==> config.mk <==
export PLATFORM = sky130hd
export DESIGN_NAME = bandai_mapper_v2
export DESIGN_NICKNAME = d
export VERILOG_FILES = /design/src/rtl/bandai_mapper_v2.sv
export SDC_FILE = /design/constraint.sdc
export NUM_CORES = 1
export LEC_CHECK = 0
export CORE_MARGIN = 10
export CORE_UTILIZATION = 30
export DETAILED_ROUTE_END_ITERATION = 10
export PLACE_DENSITY = 0.53
export SLEW_MARGIN = 40
export SYNTH_ARGS = -nofsm -noshare
export SYNTH_HDL_FRONTEND = slang
export SYNTH_SLANG_ARGS = --single-unit
==> constraint.sdc <==
create_clock -name CLK -period 2.25 [get_ports CLK]
set_input_delay 0.45 -clock CLK [delete_from_list [all_inputs] [get_ports CLK]]
set_output_delay 0.45 -clock CLK [all_outputs]
set_load 0.005 [all_outputs]
==> src/rtl/bandai_mapper_v2.sv <==
// Bandai-style cartridge mapper: an address-sequence unlock, then a serial bit-stream,
// then an open state where bank registers drive the banked ROM/RAM address.
module bandai_mapper_v2 #(
  parameter int          NBANK       = 4,
  parameter int          BANK_W      = 8,
  parameter int          RADDR_W     = 7,
  parameter int          SEQ_LEN     = 2,
  parameter logic [31:0] UNLOCK_SEQ  = 32'h0000A55A,
  parameter int          BS_LEN      = 18,
  parameter logic [31:0] BS_VALUE    = 32'h00005140,
  parameter int          TIMEOUT     = 255,
  parameter logic [7:0]  BR_BASE     = 8'hC0,
  parameter logic [7:0]  RELOCK_ADDR = 8'hCF
) (
  input  logic               CLK,
  input  logic               RST,
  input  logic               CEn,
  input  logic               WEn,
  input  logic               OEn,
  input  logic               SSn,
  input  logic [7:0]         ADDR,
  input  logic [7:0]         DQ_IN,
  output logic [7:0]         DQ_OUT,
  output logic               DQ_OE,
  output logic               SO,
  output logic               SO_OE,
  output logic               ROMCEn,
  output logic               RAMCEn,
  output logic [RADDR_W-1:0] RADDR
);

  localparam int TW = (TIMEOUT < 2) ? 1 : $clog2(TIMEOUT + 1);
  localparam int SW = $clog2(BS_LEN);
  localparam logic [TW-1:0]     TO_V     = TW'(TIMEOUT);
  localparam logic [SW-1:0]     BS_LAST  = SW'(BS_LEN - 1);
  localparam logic [1:0]        SEQ_LAST = 2'(SEQ_LEN - 1);
  localparam logic [BS_LEN-1:0] BS_INIT  = BS_VALUE[BS_LEN-1:0];

  typedef enum logic [1:0] {
    ST_SEQ    = 2'd0,
    ST_STREAM = 2'd1,
    ST_OPEN   = 2'd2
  } state_e;

  state_e            state_q, state_d;
  logic [1:0]        step_q, step_d;
  logic [TW-1:0]     tmo_q, tmo_d, tmo_inc;
  logic [SW-1:0]     bit_q, bit_d;
  logic [BS_LEN-1:0] sr_q, sr_d;
  logic [BANK_W-1:0] br_q [NBANK];

  logic              unlocked, host_sel, wr_cyc, rd_cyc, in_win, relock;
  logic              rce, ram_ce, rom_ce;
  logic [7:0]        win_off, unlock_step;
  logic [31:0]       useq;
  logic [3:0]        region;
  logic [BANK_W-1:0] wdata, rd_bank, reg_bank;
  logic [RADDR_W-1:0] lin_addr;

  assign useq        = UNLOCK_SEQ;
  assign unlock_step = useq[{step_q, 3'b000} +: 8];
  assign tmo_inc     = tmo_q + 1'b1;

  assign unlocked = (state_q == ST_STREAM) || (state_q == ST_OPEN);
  assign host_sel = ~(SSn & CEn);
  // Both strobes low at once is treated as a bus glitch: neither read nor write.
  assign wr_cyc   = unlocked && host_sel && OEn && !WEn;
  assign rd_cyc   = unlocked && host_sel && !OEn && WEn;
  assign win_off  = ADDR - BR_BASE;
  assign in_win   = win_off < 8'(NBANK);
  assign relock   = wr_cyc && (ADDR == RELOCK_ADDR) && (DQ_IN == 8'h00);
  assign wdata    = BANK_W'(DQ_IN);

  always_comb begin
    state_d = state_q;
    step_d  = step_q;
    tmo_d   = tmo_q;
    bit_d   = bit_q;
    sr_d    = {1'b1, sr_q[BS_LEN-1:1]};
    case (state_q)
      ST_SEQ: begin
        if (ADDR == unlock_step) begin
          tmo_d = '0;
          if (step_q == SEQ_LAST) begin
            state_d = ST_STREAM;
            step_d  = '0;
            bit_d   = '0;
            sr_d    = BS_INIT;
          end else begin
            step_d = step_q + 2'd1;
          end
        end else if (step_q != 2'd0) begin
          if (tmo_inc == TO_V) begin
            step_d = '0;
            tmo_d  = '0;
          end else begin
            tmo_d = tmo_inc;
          end
        end
      end
      ST_STREAM: begin
        if (bit_q == BS_LAST) begin
          state_d = ST_OPEN;
          bit_d   = '0;
        end else begin
          bit_d = bit_q + 1'b1;
        end
      end
      ST_OPEN: ;
      default: state_d = ST_SEQ;
    endcase
    if (relock) begin
      state_d = ST_SEQ;
      step_d  = '0;
      tmo_d   = '0;
    end
  end

  always_ff @(posedge CLK) begin
    if (RST) begin
      state_q <= ST_SEQ;
      step_q  <= '0;
      tmo_q   <= '0;
      bit_q   <= '0;
      sr_q    <= '1;
      for (int i = 0; i < NBANK; i++) br_q[i] <= '1;
    end else begin
      state_q <= state_d;
      step_q  <= step_d;
      tmo_q   <= tmo_d;
      bit_q   <= bit_d;
      sr_q    <= sr_d;
      for (int i = 0; i < NBANK; i++) begin
        if (wr_cyc && in_win && (win_off == 8'(i))) br_q[i] <= wdata;
      end
    end
  end

  assign region = ADDR[7:4];

  always_comb begin
    rd_bank  = '0;
    reg_bank = '0;
    for (int i = 0; i < NBANK; i++) begin
      if (win_off == 8'(i)) rd_bank = br_q[i];
      if (region == 4'(i))  reg_bank = br_q[i];
    end
  end

  assign DQ_OE  = rd_cyc && in_win;
  assign DQ_OUT = DQ_OE ? 8'(rd_bank) : 8'h00;

  assign SO     = (state_q == ST_STREAM) ? sr_q[0] : 1'b1;
  assign SO_OE  = ~RST;

  assign rce    = unlocked && SSn && !CEn;
  assign ram_ce = rce && (region == 4'd1);
  assign rom_ce = rce && (region > 4'd1);
  assign RAMCEn = ~ram_ce;
  assign ROMCEn = ~rom_ce;

  // Regions past the bank registers map linearly, with BR0 supplying the low bits.
  assign lin_addr = {region, br_q[0][RADDR_W-5:0]};
  assign RADDR    = !(ram_ce || rom_ce) ? '0 :
                    (region < 4'(NBANK)) ? reg_bank[RADDR_W-1:0] : lin_addr;

endmodule

Word level (Yosys, flattened, before mapping)
Memory sizes are Yosys's and may differ from the RTL's.
Cells that the tools add are included.
{"block": "totals", "register_bits": 35, "ramBits": 32, "in_bits": 22, "out_inout_bits": 20, "word_cells": 127, "memories": 1}
{"memory": "br_q", "depth": 4, "word_bits": 8, "rd": 4, "rd_clocked_by_memory_dff": 0, "wr": 4, "line_no": "50", "text": "logic [BANK_W-1:0] br_q [NBANK];"}
{"block": "op_classes", "addsub": 4, "n_lt_le_gt_ge": 3, "n_eq_ne": 16, "n_shift": 1, "muxes": 48, "bitwise_logic": 12, "reduce_logical": 36}
{"operator": "8-bit 2-to-1 mux", "n": 12}
{"operator": "7-bit 2-to-1 mux", "n": 6}
{"operator": "17-bit 2-to-1 mux", "n": 2}
{"operator": "32-bit by 6-bit indexed part select with 8-bit output (first input constant)", "n": 1}
{"operator": "18-bit 2-to-1 mux", "n": 1}
{"operator": "1-bit logical AND", "n": 17}
{"operator": "8-bit by 2-bit == test with 1-bit output (second input constant)", "n": 2}
{"operator": "8-bit == test (second input constant)", "n": 2}
{"operator": "8-bit logical NOT", "n": 2}
{"operator": "1-bit 2-to-1 mux", "n": 15}
{"operator": "5-bit 2-to-1 mux", "n": 3}
{"operator": "2-bit 2-to-1 mux", "n": 7}
{"operator": "5-bit one-hot mux with 2 select lines", "n": 1}
{"operator": "8-bit by 1-bit adder with 8-bit output (second input constant)", "n": 1}
{"operator": "4-bit by 2-bit == test with 1-bit output (second input constant)", "n": 2}
{"operator": "8-bit by 1-bit == test with 1-bit output (second input constant)", "n": 1}
{"operator": "8-bit == test", "n": 1}
{"operator": "8-bit by 3-bit less-than comparator with 1-bit output (second input constant)", "n": 1}
{"operator": "2-bit nonzero test", "n": 4}
{"operator": "8-bit subtractor (second input constant)", "n": 1}
{"operator": "1-bit NOT", "n": 7}
{"operator": "2-bit != test (second input constant)", "n": 3}
{"operator": "2-bit one-hot mux with 3 select lines", "n": 1}
{"operator": "3-bit AND reduction", "n": 2}
{"operator": "18 further kinds", "n": 25}

Longest topological paths before layout
Gate-level depths: netlist of run 1.
{"block": "logic_depth", "depth_word": 11, "depth_mapped": 8, "mapped_depth_nobuf": 7}

Worst setup path after synthesis of run 1
No wires, ideal clock.
{"block": "synth_path", "path_type": "register -> register", "startpoint": "reg state_q[0]", "endpoint": "mem br_q[0][0] (enable)", "setup_time_ps": 384, "t_arrival_ps": 1890, "required_ps": 1866, "slack_ps": -24, "path_stages_with_launch": 7, "n_path_buf": 0, "period_less_slack_ps": 2274, "path_cell_list": "dfxtp_1 inv_1 ha_1 a21boi_0 and3b_1 nand3b_1 o21ai_0"}
{"item": "start: declaration", "line_no": "45", "text": "state_e state_q, state_d;"}
{"item": "start signal: assignment", "line_no": "128", "text": "state_q <= state_d;"}
{"item": "end: declaration", "line_no": "50"}

Worst setup path after layout of run 1
{"block": "layout_path", "startpoint": "reg state_q[1]", "endpoint": "out DQ_OUT[5]"}
{"block": "layout_between", "elab_chain_len": 7, "elab_cells_between_ends": 8, "classes_between": "eq/ne: 2; mux: 1; reduce/logical: 5"}
{"item": "2-bit by 1-bit == test with 1-bit output / 2-bit == test (equally long branches)", "line_no": "64", "text": "assign unlocked = (state_q == ST_STREAM) || (state_q == ST_OPEN);"}
{"item": "1-bit logical OR *", "line_no": "64"}
{"item": "1-bit logical AND * (3 in series)", "line_no": "68", "text": "assign rd_cyc = unlocked && host_sel && !OEn && WEn;"}
{"item": "1-bit logical AND *", "line_no": "150", "text": "assign DQ_OE = rd_cyc && in_win;"}
{"item": "8-bit 2-to-1 mux *", "line_no": "151", "text": "assign DQ_OUT = DQ_OE ? 8'(rd_bank) : 8'h00;"}
{"item": "end: declaration", "line_no": "23", "text": "output logic [7:0] DQ_OUT,"}
Every way passes the cells marked *; elsewhere a longest branch is shown, timed or not.

==> results of run 1 <==
==> cell families after synthesis <==
kind of cell / count (synthesis) / share of synthesized area [%]
AND/OR/NAND/NOR: 133 / 22.38
XOR/XNOR: 1 / 0.2425
flip-flops: 67 / 46.00
AO/OA/AOI/OAI: 78 / 15.66
multiplexers: 17 / 9.941
buffers and inverters: 26 / 3.360
adder cells (fa/ha/maj): 7 / 2.425
==> worst min path at each step <==
stage               slack (ns)  cells after the start        to      from
floorplan                 0.39                      1  sr_q[12]  sr_q[13]
global placement          0.39                      1   sr_q[8]   sr_q[9]
detailed placement        0.40                      1   sr_q[8]   sr_q[9]
global route              0.44                      1  sr_q[11]  sr_q[12]
finish                    0.41                      1   sr_q[8]   sr_q[9]
CTS                       0.41                      1   sr_q[8]   sr_q[9]
==> cell usage after synthesis, drive strengths merged, types with 3 or more instances <==
cell	instances	area (um^2)
o2111ai	6	58.80
edfxtp	32	960.9
ha	7	87.58
nand3	13	65.06
buf	7	46.29
nand3b	4	30.03
a31oi	4	40.04
or2	8	50.05
a21o	13	97.59
or4	5	41.29
and3b	3	26.28
clkbuf	5	22.52
mux4	13	300.3
o211ai	8	73.82
inv	14	52.55
or3	6	42.54
nand4	3	18.77
and2	3	18.77
nor2	11	48.80
nor2b	11	68.82
nor3	6	50.05
dfxtp	35	700.7
nor4	3	40.04
nand2	24	90.09
a21oi	16	83.83
nand2b	28	175.2
o31ai	4	30.03
o21ai	14	70.07
==> area by class of cell <==
type | count | area, um^2 | area share (%)
multi-input combinational | 236 | 1893 | 37.68
inverter | 14 | 57.56 | 1.146
clock inverter | 5 | 56.30 | 1.121
antenna | 1 | 2.502 | 0.04981
clock buffer | 11 | 275.3 | 5.479
sequential | 67 | 1664 | 33.13
tap | 147 | 183.9 | 3.661
timing repair buffer | 109 | 890.9 | 17.73
==> per-layer routing <==
| metal | global-route usage, % | part of all wire [%] | vias up |
|---|---|---|---|
| li1 | - | - | 1460 |
| met1 | 14.81 | 47 | 1458 |
| met2 | 20.79 | 48 | 53 |
| met3 | 2.759 | 3.6 | 8 |
| met4 | 4.894 | 1.4 | 0 |
| met5 | 0 | 0 | - |
==> registers in the layout (all words and copies together) (netlist names) <==
name	cells
bit_q	5
state_q	2
step_q	2
tmo_q	8
br_q	32
sr_q	18
==> metrics by stage <==
stage	util (%)	TNS (ns)	power [mW]	setup WS (ns)	std cells
after global placement	38.60	-24.97	1.501	-0.6182	563
after detailed placement	38.60	-26.47	1.502	-0.6068	563
final	42.17	-0.07683	2.992	-0.02401	590
after floorplan	-	-0.3907	1.378	-0.02442	329
after global routing	42.17	-0.8517	3.082	-0.1336	590
after CTS	41.96	-0.1273	3.027	-0.03323	589
==> what timing repair did <==
item                                    in CTS  in global routing
setup buffers                               10                  1
hold buffers                                 0                  0
gates resized for setup                     98                 10
pin swaps                                    4                  3
endpoints found under the setup margin      29                 21
hold endpoints to repair                     0                  0
==> power by group through the flow <==
stage	clock network (mW)	logic, mW	registers, mW
floorplan	0	0.0777	1.30
global placement	0	0.201	1.30
detailed placement	0	0.202	1.30
CTS	1.55	0.206	1.27
global route	1.59	0.222	1.27
finish	1.51	0.205	1.27
==> results.md, run 1 <==
- Critical Path End: DQ_OUT[5]
- Largest stage delay, worst path: between 0.3 and 0.4 ns
- Syn Nets: ~360
- Post-route DRC: 0
- Cell chain of the critical path: inv_2 -> ha_4 -> a21boi_2 -> nand4b_1 -> buf_6 -> buf_4 -> nor2b_1 -> buf_2
- Worst VDD drop: around 0.00028 V
- Share of post-route cells with drive strength above 1: 34.62%
- Final WS setup: -0.02401 ns
- Worst Skew: roughly 0.0042 ns
- Synth Cell Area: 3612 um^2
- Switching part of the total: between 20% and 30%
- WHS: between 0.4 and 0.5 ns
- GRT overflow: 0
- Final setup viols: 4
- Reg-to-Reg End: br_q[0][9]
- Worst Path Buf+Inv: 4
- Worst Hold Class: reg -> reg
- Critical Path AT: roughly 1.8 ns
- Worst path top cell family by delay: buffers and inverters
- TritonCTS Buffers: 9
- TritonRoute pass-1 iters: 4
- Startpoint types: register
- Fin crit period: ~2.3 ns
- Register area share after synthesis: between 40% and 50%
- Dpl hpwl: 7.190 mm
- Max FO, Critical Path: 4
- Most common cell after layout, fill and taps aside: buf_4
- R2R Setup Slk: ~0.13 ns
- CTS clk-pin slew, worst paths: 0.06 ns
- Die area: 16,830 um^2
- Comb pwr share: 6.9%
- Worst r2r path cells: 7
- Post-route cell area: 5024 um^2
- Yosys warns: 0
- Int Pwr: roughly 2.4 mW
- Final wirelength: approximately 9.7 mm
- Post-Synthesis Cells: around 330
- DR WL/cell: approximately 16 um
- GRT Util Overall: around 12%
- # nets final: around 470
- CTS tree: done
- Slew Viols, Final: 0
- Largest net degree at the start of global routing: 18
- Post-synthesis register bit count: 67
- I/O pins: 42
- Sink Count: 67
- Fillers: between 1,000 and 1,500
- Failing checks: setup timing
- Crit path max-delay cell type: dfxtp_2
- RSZ-0062 raised after global routing: yes
- Clk pwr share: ~51%
- Ys flop type: dfxtp_1
- Crit path from: state_q[1]
- Core outline area: 11,910 um^2
- Power Density: between 500 and 600 nW/um^2
- DIE HEIGHT: approximately 130 um
- Highest clock rate: around 440 MHz
- Reg power frac: around 43%
- Root Buffer: clkbuf_16
- Row count: 40
- Reg-to-Reg Start: state_q[1]
- Crit share post-route: 101.1%
- Via count: ~3,000
- Vias per cell: 5.049
- Vias in the first global route: around 3,100
- Synth cell types: 63
- Status: finished with violations
- CP required: 1.80 ns
- Initial Util: 30.33%
- P&R area growth vs syn: 39.07%
- Average cell area after synthesis: 10.98 um^2
- Most frequent cells in the layout: buf_4, dfxtp_1, edfxtp_1, nand2b_1, nand2_1
- First-pass GRT wire length: 16.08 mm
- H-tree levels: 3
- Hold Fails Final Rpt: 0
- Setup crit end kind: output port
- Port buffer count: 41
- Placer congestion estimate: 0.8250
- CP Class: reg -> out
- Critical Path Stages: 8
- CTS Buffer Depth: 2
- Routed Antenna Nets: 0
- Max Cap Viol: 0
- P_sw: 0.6286 mW
- Lkg Pwr: 1.751 nW
- Placed inst area: around 4600 um^2
- Relative slew slack: approximately 64%
- Clk Latency, worst-skew pair: 0.33 ns
- DRT iter0 DRCs: 162
- Die W: around 130 um
- Initial antenna violation count: 1
- Actual slew at the worst max-slew pin: between 0.5 and 0.6 ns
- Post-synth EDFFs: 32
- Ys async rst share: 0%
Note: power is estimated with default switching activity, not from simulation.
==> run 2, diff against run 1 <==
- HOLD_SLACK_MARGIN: unset -> 0.03
==> results of run 2 <==
No change in the layout: final DEF, timing and power equal those of run 1.
==> edit 1: new RTL, config.mk and constraints of run 2 <==
Make the reset (`RST`) asynchronous in one clocked block.
--- a/src/rtl/bandai_mapper_v2.sv
+++ b/src/rtl/bandai_mapper_v2.sv
@@ -116,7 +116,7 @@
     end
   end
 
-  always_ff @(posedge CLK) begin
+  always_ff @(posedge CLK or posedge RST) begin
     if (RST) begin
       state_q <= ST_SEQ;
       step_q  <= '0;
Formal check against the unedited RTL: differs if RST is asserted again (counterexample within 4 cycles, from zero or initial values and one cycle with RST high); with RST held inactive, the same outputs for 10 cycles.
==> edit 1 against run 2 <==
- the run still ends with setup timing left
- synthesized cell count down 4.6%
- die area up 0.67%
- wire length up 2.3%
- sequential cell count unchanged
- utilization up 1.4 points
- area after synthesis up 0.80%
- maximum frequency down 2.2%
- worst hold slack better by 0.053 ns
- highest routed layer is now met5
- setup slack worse by 0.052 ns
- global-route usage down 0.31 points
- final area up 3.8%
- cell count down 0.85%
- critical path depth unchanged
- critical endpoint is now RADDR[5]
Power is not compared: it rests on default switching activity, and its combinational part moved more than twofold at a synthesized area within 25%.
==> edit 1: results (changes against run 2) <==
• run status: finished, violations left
• failing checks: setup timing
• detail-routed net length per standard cell: 16.94 um, +3.2%
• final-layout setup total negative slack: -0.6809 ns, -0.6040 ns
• net count of the mapped netlist: 344, -3.9%
• routed wl met2: 4626 um, -1.3%
• startpoint of the most critical hold path: sr_q[3]
• depth of the worst register-to-register path: 8, +1
• worst-path cell with the longest stage delay: sky130_fd_sc_hd__dfrtp_1
• total half-perimeter wirelength after legalization and detailed placement: 6743 um, -6.2%
• number of cells produced by synthesis: 314, -4.6%
• Setup WS post-layout: -0.07605 ns, -0.05204 ns
• top_reg_cell synth: sky130_fd_sc_hd__dfstp_2
• pin count of the biggest net entering global routing: 38, +20
• Synth top cells by count: sky130_fd_sc_hd__dfstp_2 (50), sky130_fd_sc_hd__mux2_2 (31), sky130_fd_sc_hd__nand2_1 (28)
• Post-synth EDFFs: 0, -100%
• leading cell types by total area after synthesis: sky130_fd_sc_hd__dfstp_2 (36%), sky130_fd_sc_hd__dfrtp_1 (12%), sky130_fd_sc_hd__mux2_2 (9.6%)
• GRT Resource Usage Total: 11.97%, -0.31 points
• measured slew at the worst slew-check pin: 0.5580 ns, +0.02650 ns
• total vias in the final route: 2915, -2.1%
• Area growth syn-to-layout: 43.23%
• synthesized area: 3641 um2, +0.80%
• Reg-to-Reg End: step_q[1]
• highest cell delay on the worst timing path: 0.36 ns, +0.02 ns
• Final setup viols: 13, +9
• Global Route met3 Usage: 2.799%, +0.041 points
• met1 demand-to-capacity share in global routing: 15.69%, +0.88 points
• total placed cells including tap cells: 547, -2.8%
• arrival time at the worst endpoint: 1.88 ns, +0.06 ns
• share of final layout cell area taken by clock buffers and inverters: 5.974%, -0.63 points
• Multi-Input Combinational: 225, -4.7%
• count of sequential standard cells: 67, unchanged
• number of clock-tree buffers in the layout: 12, +1
• minimum setup slack among reg-to-reg paths: 0.01 ns, -0.12 ns
• diode count: 0, -1
• hold endpoint: sr_q[2]
• relative area of non-clock buffer cells in the final design: 18.86%, +1.1 points
• sequential fraction of the synthesis area: 47.77%, +1.8 points
• proportion of synthesized flip-flops having asynchronous set or reset: 100.0%, +100 points
• detailed-routing wirelength on met1: 4621 um, +2.5%
• worst hold slack across all endpoints: 0.4649 ns, +0.05336 ns
• area taken by flip-flops and latches: 1739 um2, +4.5%
• Vias per Instance: 4.983, -1.3%
• origin of the critical flop-to-flop path: state_q[1]
• detailed route wirelength on metal3: 471 um, +36%
• count of cell types in the netlist: 55, -13%
• worst clock skew: 0.006136 ns, +0.001887 ns
• final net count: 463, -0.64%
==> edit 1: changes by cell type in the layout (fill, tap and decap cells not counted), moves of 17 or more <==
cell | run 2 | this run
sky130_fd_sc_hd__dfxtp_1 | 33 | 0
sky130_fd_sc_hd__edfxtp_1 | 32 | 0
sky130_fd_sc_hd__mux2_2 | 1 | 31
sky130_fd_sc_hd__nand2b_1 | 28 | 6
sky130_fd_sc_hd__dfstp_2 | 0 | 50
sky130_fd_sc_hd__dfrtp_1 | 0 | 17
==> edit 1: timing repair <==
item | CTS | global route
setup endpoints to repair | 30 | 28
gates resized for setup | 114 | 16
setup buffers | 17 | 7
pin swaps | 11 | 6
cloned | 3 | 0
==> edit 1: logic make-up after synthesis <==
kind of cell	Yosys count	synth area share, %
AOI/OAI and AO/OA	45	8.350
xor gates and xnor gates	5	1.203
adders and majority gates	8	2.749
buffers and inverters	23	2.852
DFF	67	47.77
muxes	45	17.56
and+or+nand+nor	121	19.52
==> edit 2: new RTL, config.mk and constraints of run 2 <==
Without the edit above. `BANK_W`: 8 -> 7.
--- a/src/rtl/bandai_mapper_v2.sv
+++ b/src/rtl/bandai_mapper_v2.sv
@@ -2,7 +2,7 @@
 // then an open state where bank registers drive the banked ROM/RAM address.
 module bandai_mapper_v2 #(
   parameter int          NBANK       = 4,
-  parameter int          BANK_W      = 8,
+  parameter int          BANK_W      = 7,
   parameter int          RADDR_W     = 7,
   parameter int          SEQ_LEN     = 2,
   parameter logic [31:0] UNLOCK_SEQ  = 32'h0000A55A,
Formal check against the unedited RTL: not equivalent (a bounded check fails within 4 cycles, from zero or initial values and one cycle with RST high).
==> edit 2 against run 2 <==
- the run still ends with setup timing left
- wire length shrank 7.3%
- global-route usage shrank 0.88 points
- area after synthesis decreased by 8.0%
- sequential power is 6% lower
- synthesized cell count shrank 2.7%
- setup slack better by 0.012 ns
- final area shrank 8.0%
- count of clock-buffer cells in the layout decreased by 1
- sequential cell count fell by 4
- power fell by 22%
- critical endpoint is now DQ_OUT[3]
==> edit 2: results (changes against run 2) <==
• buffer type at the clock tree root: sky130_fd_sc_hd__clkbuf_8
• first-iteration detailed-routing DRC count: 148, -8.6%
• met1 demand-to-capacity share in global routing: 14.24%, -0.57 points
• count of cell types in the netlist: 55, -13%
• total half-perimeter wirelength after legalization and detailed placement: 6838 um, -4.9%
• detailed-routing wirelength on met1: 4242 um, -5.9%
• placed cell areas: 4369 um2, -5.0%
• routability cong.: 0.8249, about the same
• arrival time at the worst endpoint: 1.81 ns
• sequential logic power: 1.19 mW, -6%
• pin count of the biggest net entering global routing: 18, unchanged
• I/O Buffers: 40, -2.4%
• Global Route met3 Usage: 3.295%, +0.54 points
• final net count: 458, -1.7%
• uppermost routed layer: met4
• worst-path cell with the longest stage delay: sky130_fd_sc_hd__clkdlybuf4s50_1
• Synth top cells by count: sky130_fd_sc_hd__nand2_1 (48), sky130_fd_sc_hd__dfxtp_1 (35), sky130_fd_sc_hd__nand2b_1 (29)
• maximum buffer depth of the clock tree: 2, unchanged
• wirelength, routed: 8973 um, -7.3%
• CTS H-Tree Depth: 3, unchanged
• Post-synth EDFFs: 28, -13%
• run status: finished, violations left
• Clk Latency, worst-skew pair: 0.35 ns, +0.02 ns
• count of synthesis-stage warnings from yosys: 0, unchanged
• sequential fraction of the synthesis area: 46.39%, +0.39 points
• highest cell delay on the worst timing path: 0.49 ns, +0.15 ns
• leading cell types by total area after synthesis: sky130_fd_sc_hd__edfxtp_1 (25%), sky130_fd_sc_hd__dfxtp_1 (21%), sky130_fd_sc_hd__mux4_2 (8.1%)
• maximum fanout along the worst path: 3, -1
• Combinational Power: 0.221 mW, +8%
• maximum vdd ir drop: 0.4301 mV, +56%
• sw frac: 25.05%, +4.0 points
• kind of cell adding the most delay to the critical path: buffers and inverters
• met2 Usage GRT: 18.57%, -2.2 points
• count of fill cells added during filler insertion: 1081, -8.2%
• top_reg_cell synth: sky130_fd_sc_hd__dfxtp_1
• total power divided by cell area: 503.0 nW/um2, -16%
• GRT Resource Usage Total: 11.40%, -0.88 points
• proportion of synthesized flip-flops having asynchronous set or reset: 0%, unchanged
• net count of the mapped netlist: 349, -2.5%
• vias in the first global route: 2804, -8.3%
• leakage power: 1.752 nW, about the same
• highest-power group: registers
• total vias in the final route: 2748, -7.8%
• fraction of layout cells with a size suffix above 1: 32.49%, -2.1 points
• detailed route wirelength on metal3: 378 um, +9.2%
• clock transition time at the flip-flop clock pins of the worst setup and hold paths: 0.08 ns, +0.02 ns
• worst min path class: register to register
• Setup WS post-layout: -0.01241 ns, +0.01160 ns
• first-pass GRT wire length: 14510 um, -9.7%
• initial antenna violation count: 0, -1
• failing checks: setup timing
• CTS Buf Count: 9, unchanged
• routed wl met2: 4247 um, -9.4%
• Final setup viols: 2, -2
• diode count: 0, -1
• leading registers by flop count: br_q x28, sr_q x18, tmo_q x8
• worst clock skew: 0.005834 ns, +0.001586 ns
• detailed-router iteration count before antenna repair: 5, +1
-- edit 2: stage by stage --
step	setup slack (ns)	std cells	setup TNS, ns
3_3_place_gp	-0.6110	553	-20.99
5_1_grt	-0.08261	574	-0.2190
3_5_place_dp	-0.6091	553	-22.07
6_report	-0.01241	574	-0.01990
2_1_floorplan	0.008761	320	0
4_1_cts	-0.01058	575	-0.03016
-- edit 2: path summary, 6_finish.rpt --
kind	start	end	slack [ns]	cells after the start
worst max-delay path	ADDR[2]	DQ_OUT[3]	-0.01	7
worst min-delay path	sr_q[15]	sr_q[14]	0.42	1
worst max register to register	state_q[1]	br_q[0][1]	0.21	9
worst min register to register	sr_q[15]	sr_q[14]	0.42	1
-- edit 2: final cells by class --
cell class              count  area, um2  area share (%)
clock buffers              10      137.6           2.977
well taps                 140      175.2           3.789
repair buffers            110      915.9           19.81
inverters                   9      33.78          0.7307
clock inverters             6      43.79          0.9472
flip-flops and latches     63       1544           33.40
multi-input cells         236       1773           38.35
-- edit 2: timing repair --
item | in CTS | in global routing
gates resized for setup | 81 | 13
endpoints found under the setup margin | 17 | 13
cloned | 1 | 0
pin swaps | 4 | 1
buffers inserted | 6 | 0
-- edit 2: cells by family (layout without fill, tap and decap cells) --
| kind of cell | after synthesis | count (layout) | share of synthesized area [%] |
|---|---|---|---|
| flip-flops | 63 | 63 | 46.39 |
| buffers and inverters | 21 | 135 | 2.673 |
| AO/OA/AOI/OAI | 43 | 43 | 9.112 |
| XOR/XNOR | 8 | 8 | 2.109 |
| other | 1 | 1 | 0.1128 |
| AND/OR/NAND/NOR | 160 | 160 | 27.22 |
| adder cells (fa/ha/maj) | 7 | 7 | 2.635 |
| multiplexers | 17 | 17 | 9.751 |
